`config.mk`:
```
export PLATFORM = sky130hd
export DESIGN_NAME = common_a1b1a2b2_to_a1a2b1b2_deserializer
export DESIGN_NICKNAME = d
export VERILOG_FILES = /design/src/rtl/common_rewire_pkg.sv /design/src/rtl/common_a1b1a2b2_to_a1a2b1b2_rewire.sv /design/src/rtl/common_a1b1a2b2_to_a1a2b1b2_deserializer.sv
export SDC_FILE = /design/constraint.sdc
export NUM_CORES = 1
export LEC_CHECK = 0
export CORE_MARGIN = 2
export CORE_UTILIZATION = 35
export CTS_BUF_LIST = sky130_fd_sc_hd__clkbuf_16
export CTS_CLUSTER_DIAMETER = 40
export DETAILED_ROUTE_END_ITERATION = 8
export GPL_TIMING_DRIVEN = 1
export SYNTH_ARGS = -nofsm -noshare
export SYNTH_HDL_FRONTEND = slang
export SYNTH_HIERARCHICAL = 1
export SYNTH_SLANG_ARGS = --single-unit
export TNS_END_PERCENT = 1
```
`constraint.sdc`:
```
create_clock -name i_clock -period 1.5 [get_ports i_clock]
set_input_delay 0.375 -clock i_clock [delete_from_list [all_inputs] [get_ports i_clock]]
set_output_delay 0.375 -clock i_clock [all_outputs]
set_load 0.05 [all_outputs]
```
`src/rtl/common_rewire_pkg.sv`:
```
// Shared sizing helpers and FSM encoding for the symbol/word rewire blocks.
package common_rewire_pkg;

  localparam int unsigned DFLT_NB_SYMBOL        = 4;
  localparam int unsigned DFLT_N_SYMBOLS_X_WORD = 3;
  localparam int unsigned DFLT_N_WORDS          = 2;

  typedef enum logic {
    IDLE = 1'b0,
    SEND = 1'b1
  } state_e;

  function automatic int unsigned nb_data(input int unsigned nb_symbol,
                                          input int unsigned n_symbols_x_word);
    return nb_symbol * n_symbols_x_word;
  endfunction

  // Index width never collapses to zero, even for a single-word vector.
  function automatic int unsigned nb_index(input int unsigned n_words);
    return (n_words > 32'd1) ? 32'($clog2(n_words)) : 32'd1;
  endfunction

  localparam int unsigned DFLT_NB_DATA  = nb_data(DFLT_NB_SYMBOL, DFLT_N_SYMBOLS_X_WORD);
  localparam int unsigned DFLT_NB_INDEX = nb_index(DFLT_N_WORDS);

endpackage

```
`src/rtl/common_a1b1a2b2_to_a1a2b1b2_rewire.sv`:
```
// Combinational inverse interleave: symbol slot jj*N_WORDS+ii becomes word ii, symbol jj.
module common_a1b1a2b2_to_a1a2b1b2_rewire
  import common_rewire_pkg::*;
#(
  parameter  int unsigned NB_SYMBOL        = DFLT_NB_SYMBOL,
  parameter  int unsigned N_SYMBOLS_X_WORD = DFLT_N_SYMBOLS_X_WORD,
  parameter  int unsigned N_WORDS          = DFLT_N_WORDS,
  localparam int unsigned NB_DATA          = nb_data(NB_SYMBOL, N_SYMBOLS_X_WORD),
  localparam int unsigned NB_VECTOR        = NB_DATA * N_WORDS
) (
  input  logic [NB_VECTOR-1:0] i_data_vector,
  output logic [NB_VECTOR-1:0] o_data_vector
);

  for (genvar ii = 0; ii < N_WORDS; ii++) begin : g_word
    for (genvar jj = 0; jj < N_SYMBOLS_X_WORD; jj++) begin : g_sym
      assign o_data_vector[NB_DATA*ii + NB_SYMBOL*jj +: NB_SYMBOL] =
        i_data_vector[NB_SYMBOL*(jj*N_WORDS + ii) +: NB_SYMBOL];
    end
  end

endmodule

```
`src/rtl/common_a1b1a2b2_to_a1a2b1b2_deserializer.sv`:
```
// Restores word-major order from a symbol-interleaved vector and streams one word per cycle.
// Optional sticky overflow flag: define COMMON_DESERIALIZER_OVERFLOW_EN.
module common_a1b1a2b2_to_a1a2b1b2_deserializer
  import common_rewire_pkg::*;
#(
  parameter  int unsigned NB_SYMBOL        = DFLT_NB_SYMBOL,
  parameter  int unsigned N_SYMBOLS_X_WORD = DFLT_N_SYMBOLS_X_WORD,
  parameter  int unsigned N_WORDS          = DFLT_N_WORDS,
  localparam int unsigned NB_DATA          = nb_data(NB_SYMBOL, N_SYMBOLS_X_WORD),
  localparam int unsigned NB_VECTOR        = NB_DATA * N_WORDS,
  localparam int unsigned NB_INDEX         = nb_index(N_WORDS)
) (
  input  logic                 i_clock,
  input  logic                 i_reset_n,
  input  logic [NB_VECTOR-1:0] i_data_vector,
  input  logic                 i_valid,
  output logic                 o_ready,
  output logic [NB_DATA-1:0]   o_word,
  output logic [NB_INDEX-1:0]  o_word_index,
  output logic                 o_valid,
  output logic                 o_last,
  input  logic                 i_ready,
`ifdef COMMON_DESERIALIZER_OVERFLOW_EN
  output logic                 o_overflow,
  input  logic                 i_clear_overflow,
`endif
  output logic [NB_VECTOR-1:0] o_data_vector_rewired
);

  localparam logic [NB_INDEX-1:0] LAST_INDEX = NB_INDEX'(N_WORDS - 1);

  logic [NB_VECTOR-1:0] rewired_c;

  common_a1b1a2b2_to_a1a2b1b2_rewire #(
    .NB_SYMBOL        (NB_SYMBOL),
    .N_SYMBOLS_X_WORD (N_SYMBOLS_X_WORD),
    .N_WORDS          (N_WORDS)
  ) u_rewire (
    .i_data_vector (i_data_vector),
    .o_data_vector (rewired_c)
  );

  state_e               state_q, state_d;
  logic [NB_VECTOR-1:0] vec_q, vec_d;
  logic [NB_DATA-1:0]   word_q, word_d;
  logic [NB_INDEX-1:0]  index_q, index_d;
  logic                 valid_q, valid_d;
  logic                 last_q, last_d;

  logic                 ready_c;
  logic                 load_c;
  logic [NB_INDEX-1:0]  index_inc_c;
  logic [NB_DATA-1:0]   word_inc_c;

  // Ready early enough on the last word to reload without a bubble.
  assign ready_c     = (state_q == IDLE) | ((state_q == SEND) & last_q & i_ready);
  assign load_c      = i_valid & ready_c;
  assign index_inc_c = index_q + NB_INDEX'(1);

  always_comb begin
    word_inc_c = '0;
    for (int unsigned ii = 0; ii < N_WORDS; ii++) begin
      if (index_inc_c == NB_INDEX'(ii)) begin
        word_inc_c = vec_q[NB_DATA*ii +: NB_DATA];
      end
    end
  end

  always_comb begin
    state_d = state_q;
    vec_d   = vec_q;
    word_d  = word_q;
    index_d = index_q;
    valid_d = valid_q;
    last_d  = last_q;
    if (load_c) begin
      state_d = SEND;
      vec_d   = rewired_c;
      word_d  = rewired_c[NB_DATA-1:0];
      index_d = '0;
      valid_d = 1'b1;
      last_d  = (LAST_INDEX == '0);
    end else if ((state_q == SEND) && i_ready) begin
      if (last_q) begin
        state_d = IDLE;
        valid_d = 1'b0;
        last_d  = 1'b0;
      end else begin
        index_d = index_inc_c;
        word_d  = word_inc_c;
        last_d  = (index_inc_c == LAST_INDEX);
      end
    end
  end

  always_ff @(posedge i_clock or negedge i_reset_n) begin
    if (!i_reset_n) begin
      state_q <= IDLE;
      vec_q   <= '0;
      word_q  <= '0;
      index_q <= '0;
      valid_q <= 1'b0;
      last_q  <= 1'b0;
    end else begin
      state_q <= state_d;
      vec_q   <= vec_d;
      word_q  <= word_d;
      index_q <= index_d;
      valid_q <= valid_d;
      last_q  <= last_d;
    end
  end

`ifdef COMMON_DESERIALIZER_OVERFLOW_EN
  logic overflow_q, overflow_d;

  // Sticky drop flag; an explicit clear takes priority over a new drop.
  always_comb begin
    overflow_d = overflow_q | (i_valid & ~ready_c);
    if (i_clear_overflow) begin
      overflow_d = 1'b0;
    end
  end

  always_ff @(posedge i_clock or negedge i_reset_n) begin
    if (!i_reset_n) begin
      overflow_q <= 1'b0;
    end else begin
      overflow_q <= overflow_d;
    end
  end

  assign o_overflow = overflow_q;
`endif

  assign o_ready               = ready_c;
  assign o_word                = word_q;
  assign o_word_index          = index_q;
  assign o_valid               = valid_q;
  assign o_last                = last_q;
  assign o_data_vector_rewired = vec_q;

endmodule

```
==> qor.csv, run 1 <==
metric;value;unit
finalHoldViolCount;0;
crit_fanout;5;
ys.flop_type;dfrtp_1;
cpPeakStageDelay;420;ps
multi_input_area;704;um^2
cap_violations;0;
p_int;0.00496;W
seqPwrFrac;25.6;%
grt_max_degree;25;
p_leak;1.47;nW
max_freq;679;MHz
period_needed;1470;ps
first_pass_iters;4;
clockRootBuffer;clkbuf_16;
cts_hold_buf;0;
crit_required;1120;ps
drive_above_1_share;32.1;%
holdWs;15.6;ps
cts_tree;done;
antenna_found_initial;0;
htree_levels;2;
r2r_slack;80;ps
ir_worst_vdd;1400;uV
dieWidth;78.0;um
period_share;98.2;%
comb_power_share;61.1;%
post-route-drc-count;0;
synth-edff-count;0;
status;completed;
die_h;78.0;um
crit-reg2reg-launch;o_last;
synth.largest_area_cell;dfrtp_1;
clockBufferDepth;2;
pre_cts_ws;-287;ps
numPlacedInstances;325;
routabilityCongestion;0.755;
setup_viol;0;
grt_overflow;0;
tightest_slew;393;ps
finalWorstSetupSlack;26.7;ps
worst_hold_path_type;in2async;
io_buffer_count;67;
rr_worst_depth;6;
netlist_instances;211;
grt_pass1_wl;7270;um
stdcell_count;335;
synth_common_cells;nand2_1 (78), dfrtp_1 (39), buf_4 (24);
clock_latency;280;ps
grt_pass1_vias;1453;
totalWireLength;4680;um
synth.most_common_cell;nand2_1;
start_util;36.9;%
row_count;26;
startpoint;o_last;
seq_area_frac_synth;50.9;%
r2r-end;o_word[9];
critPathArrivalTime;1100;ps
clk_pin_slew;60;ps
areaGrowthSynthToFinish;63.1;%
synthArstFlopShare;100;%
cpMaxStageDelayCell;dfrtp_2;
critPathKind;reg2out;
syn_area_per_cell;9.09;um^2
grt.total_usage;15.4;%
die-area;0.00609;mm^2
drtAntennaViolNets;0;
pwr_density_cell;2820;mW/mm^2
clock_skew;3.10;ps
synth.area.top_cells;dfrtp_1 (51%), nand2_1 (15%), buf_4 (9.4%);
final_nets;292;
pin_count;68;
yosysUniqueCellTypes;22;
drt_iter0_markers;80;
synth_area;0.00192;mm^2
switching_share;43.7;%
vias_per_cell;4.48;
vias;1500;
dpl.hpwl;3360;um
crit_chain;a21bo_4 > buf_12;
clkPwrFrac;13.3;%
worstSetupEndpointType;output pin;
coreArea;0.00520;mm^2
antenna_cells;0;
switchingPower;0.00385;W
synth_seq_cells;39;
synth_warnings;6;
rsz0062_at_grt;true;
wl_per_cell;14.0;um
fillers;440;
register_area;980;um^2
numCtsBuffers;5;
final_max_slew_viol_count;0;
synth_top_area_share;50.9;%
start_kind;register;
numClockSinks;39;
relSlewSlack;73.8;%
synthesis.nets;239;
power groups by stage:
stage | Clock (W) | Sequential [W] | Combinational (W)
finish | 0.00118 | 0.00226 | 0.00538
global route | 0.00124 | 0.00234 | 0.00564
CTS | 0.00120 | 0.00227 | 0.00540
detailed placement | 0 | 0.00231 | 0.00538
global placement | 0 | 0.00229 | 0.00533
floorplan | 0 | 0.00364 | 0.00121
how the worst max path moves through the flow:
stage / end / slack, ps
floorplan: o_word[4] / -50
global placement: o_word[1] / -220
detailed placement: o_word[2] / -290
CTS: o_word[10] / 20
global route: o_ready / -0.3
finish: o_ready / 30
area by class of cell:
| type | instances | area share, % |
|---|---|---|
| Timing Repair Buffer | 79 | 37.6 |
| Multi-Input combinational cell | 135 | 22.5 |
| Clock buffer | 5 | 4.00 |
| Tap cell | 70 | 2.80 |
| Sequential cell | 39 | 31.3 |
| Inverter | 4 | 0.480 |
| Clock inverter | 3 | 1.24 |
layout by cell type, fill, tap and decap left out, types with 2 or more instances in the layout:
cell type and n:
dfrtp_1 36, nand2_2 6, clkbuf_16 5, dfrtp_2 3
nor2_1 11, buf_12 41, nand2b_1 2, o22ai_1 2
nand2_1 77, a211oi_2 2, a31oi_1 10, mux2_2 10
buf_6 2, o21ai_0 5, inv_1 4, buf_4 9
nor2b_1 3, clkdlybuf4s50_1 24
stage by stage:
| stage | cell area (um^2) | total power, W | setup TNS (ps) | util [%] |
|---|---|---|---|---|
| 2_1_floorplan | 1930 | 0.00485 | -612 | - |
| 3_3_place_gp | 2950 | 0.00762 | -6130 | 56.7 |
| 3_5_place_dp | 2950 | 0.00769 | -7050 | 56.7 |
| 4_1_cts | 3110 | 0.00887 | 0 | 59.8 |
| 5_1_grt | 3130 | 0.00922 | -0.344 | 60.1 |
| 6_report | 3130 | 0.00882 | 0 | 60.1 |
sequential cells by signal, indices dropped and copies added, names as in the netlist:
| register | flops |
|---|---|
| o_data_vector_rewired | 24 |
| o_word | 12 |
| o_last | 1 |
| o_valid | 1 |
| o_word_index | 1 |
cells by family (layout without fill, tap and decap cells):
group,after synthesis,in the layout,synth area share (%)
DFF,39,39,50.9
and+or+nand+nor,102,103,21.7
buffers and inverters,38,91,13.4
muxes,10,10,5.87
AOI/OAI and AO/OA,22,22,8.22
repair_timing:
action	in CTS	in global routing
buffers inserted	2	0
resized for setup	1	3
setup endpoints to repair	1	8
gates cloned	0	1
pin swaps	1	2
critical path, delay by kind of cell, from the launching register on:
family | cells | cell delay, ps
buffers and inverters | 1 | 150
AOI/OAI and AO/OA | 1 | 250
DFF | 1 | 420
routing by layer:
metal | up-vias | global-route usage, % | wire length, um
li1 | 761 | - | -
met1 | 688 | 19.5 | 2060
met2 | 44 | 25.2 | 2310
met3 | 7 | 3.79 | 238
met4 | 0 | 6.84 | 72
met5 | - | 0 | 0
Note: power is estimated with default switching activity, not from simulation.
==> inputs of run 2 (changes only) <==
--- a/config.mk
+++ b/config.mk
@@ -15,4 +15,4 @@
 export SYNTH_HDL_FRONTEND = slang
 export SYNTH_HIERARCHICAL = 1
 export SYNTH_SLANG_ARGS = --single-unit
-export TNS_END_PERCENT = 1
+export TNS_END_PERCENT = 30
==> qor.csv, run 2 (synthesis gave the netlist of run 1 again) <==
metric;value;unit
final_common_cell;nand2_1;
pre_cts_ws;-307;ps
period_share;96.8;%
worstSetupEndpointType;output pin;
vias_per_cell;4.61;
dieWidth;78.0;um
row_count;26;
grt.total_usage;15.1;%
stdcell_count;340;
numPlacedInstances;327;
start_util;36.9;%
antenna_cells;0;
routabilityCongestion;0.778;
tightest_slew;392;ps
worst_hold_path_type;in2async;
p_int;0.00489;W
antenna_found_initial;0;
rsz0062_at_grt;false;
seqPwrFrac;25.8;%
crit_chain;a21bo_4 > buf_12;
cpMaxStageDelayCell;dfrtp_2;
post-route-drc-count;0;
grt_max_degree;25;
finish.utilization;60.7;%
cp_num_buf_inv;1;
status;completed;
drive_above_1_share;33.7;%
comb_power_share;63.1;%
largest_register_ff_count;24;
cpPeakStageDelay;420;ps
clkPwrFrac;11.0;%
ir_worst_vdd;1420;uV
cts_hold_buf;0;
finalHoldViolCount;0;
crit_fanout;3;
cp.depth;2;
numClockSinks;39;
clock_latency;270;ps
final_cell_mix;nand2_1 (77), buf_12 (41), dfrtp_1 (36);
first_pass_iters;4;
wl_per_cell;13.9;um
grt_overflow;0;
die_h;78.0;um
coreArea;0.00520;mm^2
final_nets;298;
critPathKind;reg2out;
clockRootBuffer;clkbuf_16;
fillers;440;
numCtsBuffers;5;
p_total;0.00874;W
drt_iter0_markers;52;
setup_viol;0;
pin_count;68;
dpl.hpwl;3210;um
p_leak;1.49;nW
switching_share;44.1;%
period_needed;1450;ps
die-area;0.00609;mm^2
totalWireLength;4720;um
io_buffer_count;67;
cts_tree;done;
clock_skew;2.46;ps
drtAntennaViolNets;0;
vias;1566;
areaGrowthSynthToFinish;64.7;%
clockBufferDepth;2;
start_kind;register;
multi_input_area;717;um^2
relSlewSlack;73.9;%
critPathArrivalTime;1080;ps
rr_worst_depth;5;
switchingPower;0.00386;W
finalWorstSetupSlack;47.4;ps
final_max_slew_viol_count;0;
register_area;982;um^2
crit_required;1120;ps
pwr_density_cell;2770;mW/mm^2
htree_levels;2;
cap_violations;0;
max_freq;688;MHz
clk_pin_slew;50;ps
grt_pass1_wl;7270;um
grt_pass1_vias;1528;
fin_tns_setup;0;ps
path_delay_family;flip-flops;
## run 2: changes by cell type in the layout (fill, tap and decap cells not counted), sizes merged
cell,before,now
buf,53,58
bufinv,1,0
clkbuf,5,6
## run 2: area by class of cell
class,instances,share of cell area (%)
clock buffers,5,3.96
multi-input cells,135,22.7
clock inverters,2,0.277
well taps,70,2.77
inverters,4,0.475
repair buffers,85,38.7
flip-flops and latches,39,31.1
## run 2: routing by layer
layer | track usage [%] | vias to the layer above | routed length, um
li1 | - | 771 | -
met1 | 19.2 | 745 | 2020
met2 | 25.6 | 46 | 2360
met3 | 3.91 | 4 | 290
met4 | 4.21 | 0 | 47
met5 | 0 | - | 0
## run 2: final timing paths
kind / endpoint / slack [ps] / from
setup / recovery: o_ready / 50 / o_last
hold / removal: o_data_vector_rewired[13] / 20 / i_reset_n
setup reg to reg: o_word[10] / 50 / o_last
hold reg to reg: o_data_vector_rewired[12] / 550 / o_data_vector_rewired[12]
max in group asynchronous: o_data_vector_rewired[8] / 960 / i_reset_n
min in group i_clock: o_word_index / 550 / i_valid
## run 2: through the flow
step,instance area (um^2),hold slack [ps]
2_1_floorplan,1940,79.4
3_3_place_gp,2940,326
3_5_place_dp,2940,325
4_1_cts,3090,40.3
5_1_grt,3160,54.5
6_report,3160,20.1
## run 2: timing repair
item                                    CTS  global route
endpoints found under the setup margin    8            12
buffers inserted                          3             1
gates resized for setup                   2             8
pin swaps                                 1             3
cloned                                    0             3
## run 2: power by group through the flow
stage / Sequential (W) / Combinational, W / Clock, W
floorplan: 0.00364 / 0.00122 / 0
finish: 0.00226 / 0.00552 / 0.000965
detailed placement: 0.00230 / 0.00535 / 0
global placement: 0.00229 / 0.00529 / 0
CTS: 0.00227 / 0.00541 / 0.000980
global route: 0.00234 / 0.00578 / 0.00103
==> inputs of run 3 (changes only) <==
--- a/config.mk
+++ b/config.mk
@@ -5,6 +5,8 @@
 export SDC_FILE = /design/constraint.sdc
 export NUM_CORES = 1
 export LEC_CHECK = 0
+export ABC_CLOCK_PERIOD_IN_PS = 1500
+export CAP_MARGIN = 20
 export CORE_MARGIN = 2
 export CORE_UTILIZATION = 35
 export CTS_BUF_LIST = sky130_fd_sc_hd__clkbuf_16
==> results of run 3 <==
Same layout as run 2: the final DEF is identical, and so are final timing and power.
